### src/rtl/div16s8_seq.sv
// rtl/div16s8_seq.sv - sequential signed 16/8 restoring divider with valid/ready handshakes
module div16s8_seq (
    input  logic        clk,
    input  logic        rst,
    input  logic        in_valid,
    output logic        in_ready,
    input  logic [15:0] A,
    input  logic [7:0]  B,
    output logic        out_valid,
    input  logic        out_ready,
    output logic [7:0]  Q,
    output logic [7:0]  R,
    output logic        ovf,
    output logic        dz
);

    localparam logic [1:0] IDLE = 2'd0;
    localparam logic [1:0] CALC = 2'd1;
    localparam logic [1:0] FIX  = 2'd2;
    localparam logic [1:0] DONE = 2'd3;

    logic [1:0]  state;
    logic [15:0] a_mag;
    logic [7:0]  b_mag;
    logic        s_a;
    logic        s_q;
    logic        dz_r;
    logic [7:0]  part;
    logic [4:0]  cnt;
    logic [15:0] qmag;

    logic [15:0] a_abs;
    logic [7:0]  b_abs;
    logic [8:0]  trial;
    logic        ge;
    logic [7:0]  diff;
    logic [7:0]  q_fix;
    logic [7:0]  r_fix;
    logic        ovf_fix;

    assign in_ready = (state == IDLE);

    // Unsigned negation keeps |-32768| = 0x8000 and |-128| = 0x80 without wrap.
    assign a_abs = A[15] ? (~A + 16'd1) : A;
    assign b_abs = B[7] ? (~B + 8'd1) : B;

    // The remainder stays below |B| <= 128, so 8 bits hold it between steps.
    assign trial = {part, a_mag[15]};
    assign ge    = (trial >= {1'b0, b_mag});
    assign diff  = trial[7:0] - b_mag;

    always_comb begin
        q_fix   = 8'h00;
        ovf_fix = 1'b0;
        if (dz_r) begin
            q_fix = s_a ? 8'h80 : 8'h7f;
        end else if (s_q) begin
            if (qmag > 16'd128) begin
                ovf_fix = 1'b1;
                q_fix   = 8'h80;
            end else begin
                q_fix = 8'd0 - qmag[7:0];
            end
        end else begin
            if (qmag > 16'd127) begin
                ovf_fix = 1'b1;
                q_fix   = 8'h7f;
            end else begin
                q_fix = qmag[7:0];
            end
        end
        r_fix = dz_r ? 8'h00 : (s_a ? (8'd0 - part) : part);
    end

    always_ff @(posedge clk) begin
        if (rst) begin
            state     <= IDLE;
            a_mag     <= '0;
            b_mag     <= '0;
            s_a       <= 1'b0;
            s_q       <= 1'b0;
            dz_r      <= 1'b0;
            part      <= '0;
            cnt       <= '0;
            qmag      <= '0;
            out_valid <= 1'b0;
            Q         <= '0;
            R         <= '0;
            ovf       <= 1'b0;
            dz        <= 1'b0;
        end else begin
            case (state)
                IDLE: begin
                    if (in_valid) begin
                        a_mag <= a_abs;
                        b_mag <= b_abs;
                        s_a   <= A[15];
                        s_q   <= A[15] ^ B[7];
                        dz_r  <= (B == 8'd0);
                        part  <= '0;
                        cnt   <= '0;
                        qmag  <= '0;
                        state <= (B == 8'd0) ? FIX : CALC;
                    end
                end
                CALC: begin
                    part  <= ge ? diff : trial[7:0];
                    qmag  <= {qmag[14:0], ge};
                    a_mag <= {a_mag[14:0], 1'b0};
                    cnt   <= cnt + 5'd1;
                    if (cnt == 5'd15) state <= FIX;
                end
                FIX: begin
                    Q         <= q_fix;
                    R         <= r_fix;
                    ovf       <= ovf_fix;
                    dz        <= dz_r;
                    out_valid <= 1'b1;
                    state     <= DONE;
                end
                default: begin
                    if (out_ready) begin
                        out_valid <= 1'b0;
                        state     <= IDLE;
                    end
                end
            endcase
        end
    end

endmodule

### config.mk
export PLATFORM = sky130hd
export DESIGN_NAME = div16s8_seq
export DESIGN_NICKNAME = d
export VERILOG_FILES = /design/src/rtl/div16s8_seq.sv
export SDC_FILE = /design/constraint.sdc
export NUM_CORES = 1
export LEC_CHECK = 0
export CAP_MARGIN = 20
export CORE_AREA = 2 2 87 89
export CTS_BUF_LIST = sky130_fd_sc_hd__clkbuf_2
export CTS_CLUSTER_DIAMETER = 100
export DETAILED_ROUTE_END_ITERATION = 16
export DIE_AREA = 0 0 89 91
export PLACE_DENSITY = 0.88
export SLEW_MARGIN = 25
export SYNTH_ARGS = -nofsm -noshare
export SYNTH_HDL_FRONTEND = slang
export SYNTH_SLANG_ARGS = --single-unit
### constraint.sdc
create_clock -name clk -period 4.3 [get_ports clk]
set_clock_uncertainty 0.05 [all_clocks]
set_input_delay 0.645 -clock clk [delete_from_list [all_inputs] [get_ports clk]]
set_output_delay 0.645 -clock clk [all_outputs]
set_load 0.005 [all_outputs]
==> report_table.html <==
<table>
<tr><th>Metric</th><th>Value</th></tr>
<tr><th colspan="2">Die</th></tr>
<tr><td># rows</td><td>31</td></tr>
<tr><td>Core area</td><td>7137 µm²</td></tr>
<tr><td>Die area</td><td>between 8000 and 9000 µm²</td></tr>
<tr><td>Initial core utilization</td><td>0.6083</td></tr>
<tr><td>Die Ht</td><td>91 µm</td></tr>
<tr><td>X dimension of the die</td><td>roughly 89 µm</td></tr>
<tr><td>I/O pin cnt</td><td>48</td></tr>
<tr><th colspan="2">Flow run</th></tr>
<tr><td>Reported max-cap violation count</td><td>0</td></tr>
<tr><th colspan="2">Global routing</th></tr>
<tr><td>Combined global-route utilization of all metal layers</td><td>0.2464</td></tr>
<tr><td>Met3 Track Usage GR</td><td>0.03273</td></tr>
<tr><td>GR Util met1</td><td>0.3013</td></tr>
<tr><td>Maximum number of pins on one net before global-route repair</td><td>49</td></tr>
<tr><td>Number of antenna violations at the first check in global routing</td><td>0</td></tr>
<tr><td>Grt ovf</td><td>0</td></tr>
<tr><td>Vias in the first global route</td><td>between 3000 and 4000</td></tr>
<tr><td>Global-route track usage on met2</td><td>0.4322</td></tr>
<tr><td>First-pass GRT wire length</td><td>roughly 16000 µm</td></tr>
<tr><td>Most crowded layer after global routing</td><td>met2</td></tr>
<tr><th colspan="2">STA</th></tr>
<tr><td>Relative max-transition margin</td><td>0.4452</td></tr>
<tr><td>Maximum frequency from static timing analysis</td><td>370.6 MHz</td></tr>
<tr><td>RSZ-0062 raised after global routing</td><td>false</td></tr>
<tr><td>Time the final worst path needs with I/O delays and setup</td><td>2.699 ns</td></tr>
<tr><td>Worst Tran Pin Value</td><td>0.8218 ns</td></tr>
<tr><td>Number of pins with negative max-slew slack in the final report</td><td>0</td></tr>
<tr><td>Final-report setup violation count</td><td>0</td></tr>
<tr><td>Final sum of negative setup slack</td><td>0 ns</td></tr>
<tr><td>Worst slack on hold paths</td><td>0.4092 ns</td></tr>
<tr><td>Final Cycle Share</td><td>0.6276</td></tr>
<tr><td>Final hold vios</td><td>0</td></tr>
<tr><td>Worst-case setup margin in the final layout</td><td>between 1.5 and 2 ns</td></tr>
<tr><th colspan="2">Detailed routing</th></tr>
<tr><td>Routed WL per cell</td><td>14.28 µm</td></tr>
<tr><td>Total via count after detailed routing</td><td>3961</td></tr>
<tr><td>Drt via density</td><td>5.851</td></tr>
<tr><td>First-pass detailed-route iteration total</td><td>4</td></tr>
<tr><td>Initial DRC Count</td><td>193</td></tr>
<tr><td>Final wirelength</td><td>about 9700 µm</td></tr>
<tr><td>Remaining design rule violation count</td><td>0</td></tr>
<tr><td>Detail Route Antenna Nets</td><td>0</td></tr>
<tr><th colspan="2">Pwr</th></tr>
<tr><td>Internal power</td><td>1.397 mW</td></tr>
<tr><td>Max VDD drop</td><td>between 0.0002 and 0.00025 V</td></tr>
<tr><td>Power Density</td><td>471.7 nW/µm²</td></tr>
<tr><td>Portion of total power attributed to sequential cells</td><td>0.378</td></tr>
<tr><td>Net load switching power</td><td>0.9431 mW</td></tr>
<tr><td>Clock network fraction of total power</td><td>0.192</td></tr>
<tr><td>Combinational group share of total power</td><td>0.429</td></tr>
<tr><td>Pleak</td><td>between 1.5 and 2 nW</td></tr>
<tr><td>Net Sw Frac</td><td>0.4030</td></tr>
<tr><th colspan="2">Synth</th></tr>
<tr><td>Ys Warns</td><td>0</td></tr>
<tr><td>Sequential fraction of the synthesis area</td><td>0.3550</td></tr>
<tr><td>Post-synthesis average cell area</td><td>7.981 µm²</td></tr>
<tr><td>FF+latch count, synth</td><td>77</td></tr>
<tr><td>Share of async-settable or async-resettable flops after synthesis</td><td>0</td></tr>
<tr><td>Post-Synthesis Net Count</td><td>~600</td></tr>
<tr><td>Cell area after synthesis</td><td>4342 µm²</td></tr>
<tr><td>Number of unique standard cell types used by synthesis</td><td>58</td></tr>
<tr><td>Number of instances in the synthesized netlist</td><td>around 540</td></tr>
<tr><td>Number of enable-type register cells in the synthesized netlist</td><td>0</td></tr>
<tr><td>Main flop type after synthesis</td><td>dfxtp_1</td></tr>
<tr><th colspan="2">Setup path</th></tr>
<tr><td>Worst Setup Path Type</td><td>reg2out</td></tr>
<tr><td>Reg2Reg Capture Point</td><td>Q[7]$_SDFFE_PP0P_</td></tr>
<tr><td>Worst reg-to-reg path cell count</td><td>6</td></tr>
<tr><td>Data arrival at the endpoint of the critical path</td><td>2.00 ns</td></tr>
<tr><td>Sort of element at the start of the critical path</td><td>flip-flop</td></tr>
<tr><td>Reg2reg setup slack</td><td>1.66 ns</td></tr>
<tr><td>Data required time at the worst endpoint</td><td>3.61 ns</td></tr>
<tr><td>Reg-to-reg startpoint</td><td>state[0]$_SDFFE_PP0P_</td></tr>
<tr><td>Critical Path Sink Type</td><td>primary output</td></tr>
<tr><td>Largest fanout of any net on the critical path</td><td>10</td></tr>
<tr><th colspan="2">Min path</th></tr>
<tr><td>Worst hold path cell count</td><td>2</td></tr>
<tr><td>Hold Path Class</td><td>reg2reg</td></tr>
<tr><td>Startpoint of the worst hold path</td><td>a_mag[12]$_SDFFE_PP0P_</td></tr>
<tr><td>Capture endpoint of the worst hold path</td><td>a_mag[12]$_SDFFE_PP0P_</td></tr>
<tr><th colspan="2">Clocking</th></tr>
<tr><td>Number of setup buffers added after CTS</td><td>0</td></tr>
<tr><td>Number of CTS-inserted buffers</td><td>9</td></tr>
<tr><td>Skew-Pair Late Insertion Delay</td><td>0.53 ns</td></tr>
<tr><td>H-tree depth reported by CTS</td><td>3</td></tr>
<tr><td>Clock tree sinks</td><td>77</td></tr>
<tr><td>Reg clk slew, reported paths</td><td>0.19 ns</td></tr>
<tr><td>Hold-fix buffer count after cts</td><td>0</td></tr>
<tr><td>Number of resized instances in the post-cts repair step</td><td>0</td></tr>
<tr><td>Clock Tree Buf Depth</td><td>2</td></tr>
<tr><td>Clock root buffer</td><td>clkbuf_2</td></tr>
<tr><td>CTS tree</td><td>yes</td></tr>
<tr><th colspan="2">Layout</th></tr>
<tr><td>Utilization of the core after routing</td><td>0.6953</td></tr>
<tr><td>Leading cell type in the layout, fill and taps excluded</td><td>dfxtp_1</td></tr>
<tr><td>Most frequent cells in the layout</td><td>dfxtp_1 (77), nand2_1 (74), nor2_1 (66), clkdlybuf4s50_1 (46), a21oi_1 (30)</td></tr>
<tr><td>Layout Area Growth over Synthesis</td><td>14.29%</td></tr>
<tr><td>Final-layout fill cell count</td><td>590</td></tr>
<tr><td>Layout cell share with drive strength beyond 1</td><td>0.05363</td></tr>
<tr><td>Post-layout nets</td><td>620</td></tr>
<tr><td>Antenna fix cells</td><td>0</td></tr>
<tr><th colspan="2">Placed design</th></tr>
<tr><td>Final weighted congestion in routability-driven placement</td><td>~0.86</td></tr>
<tr><td>Minimum setup slack after placement</td><td>1.591 ns</td></tr>
<tr><td>Port Buffers</td><td>47</td></tr>
<tr><td>Placed wire-length estimate</td><td>~7100 µm</td></tr>
<tr><th colspan="2">Outcome</th></tr>
<tr><td>Status</td><td>completed</td></tr>
</table>
[flip-flops by register name, indices dropped and copies added, names as in the netlist]
signal,count
ovf,1
Q,8
b_mag,8
R,8
out_valid,1
part,8
dz_r,1
cnt,5
a_mag,16
s_q,1
state,2
s_a,1
dz,1
qmag,16
[how the worst max path moves through the flow]
stage	from	endpoint	slack, ns
floorplan	part[2]$_SDFFE_PP0P_	part[0]$_SDFFE_PP0P_	2.17
global placement	in_valid	a_mag[15]$_SDFFE_PP0P_	1.67
detailed placement	in_valid	part[2]$_SDFFE_PP0P_	1.59
CTS	state[0]$_SDFFE_PP0P_	in_ready	1.59
global route	state[0]$_SDFFE_PP0P_	Q[7]$_SDFFE_PP0P_	1.36
finish	state[1]$_SDFFE_PP0P_	in_ready	1.60
[routing by layer]
metal | part of all wire | vias up
li1 | - | 1979
met1 | 0.43 | 1843
met2 | 0.51 | 117
met3 | 0.040 | 22
met4 | 0.017 | 0
met5 | 0 | -
[cell type report]
cell class                      count  area (µm²)  area share
Tap cell                           99       123.9     0.02496
Sequential cell                    77        1541      0.3106
Inverter                           25       93.84     0.01891
Multi-Input combinational cell    410        2581      0.5202
Clock inverter                      7       88.84     0.01790
Clock buffer                        9       45.04    0.009077
Timing Repair Buffer               50       488.0     0.09834
[cells by family (layout without fill, tap and decap cells)]
| kind of cell | count (synthesis) | after routing | synth area share |
|---|---|---|---|
| buf+inv | 57 | 91 | 0.05130 |
| mux | 12 | 12 | 0.02824 |
| simple gates | 204 | 204 | 0.2259 |
| xor+xnor | 31 | 31 | 0.06254 |
| fa+ha+maj | 19 | 19 | 0.05649 |
| compound gates | 144 | 144 | 0.2205 |
| flops | 77 | 77 | 0.3550 |
[synth_stat cells (6+ instances only)]
master,count,area [µm²]
nand2b_1,12,75.07
a31oi_1,11,68.82
nand2_1,74,277.8
ha_1,18,225.2
mux2i_1,10,100.1
o21ai_0,16,80.08
xor2_1,10,87.58
nor2_1,66,247.7
a21oi_1,30,150.1
xnor2_1,21,183.9
a22oi_1,26,195.2
nand3_1,8,40.04
clkbuf_1,23,86.33
a211oi_1,10,75.07
o211ai_1,6,45.04
o31ai_1,7,52.55
inv_1,24,90.09
dfxtp_1,77,1541
o21ai_1,10,50.05
nor3_1,8,40.04
buf_2,7,35.03
[critical path, stage by stage (launching register included)]
cell and delay [ns]:
dfxtp_1 0.39, inv_1 0.12, ha_1 0.41, clkdlybuf4s50_1 0.58
[per-stage QoR]
stage                     instance area (µm²)  std cells  power (mW)
after floorplan                          4342        544       1.667
after global placement                   4828        661       1.864
after detailed placement                 4828        661       1.893
after CTS                                4962        677       2.340
after global routing                     4962        677       2.487
final                                    4962        677       2.340
[power by group through the flow]
stage	sequential, mW	combinational, mW	clock, mW
final	0.885	1.01	0.450
after global routing	0.901	1.10	0.481
after CTS	0.884	1.00	0.454
after detailed placement	0.899	0.994	0
after global placement	0.894	0.970	0
after floorplan	0.869	0.798	0
(Power assumes the default switching activity.)
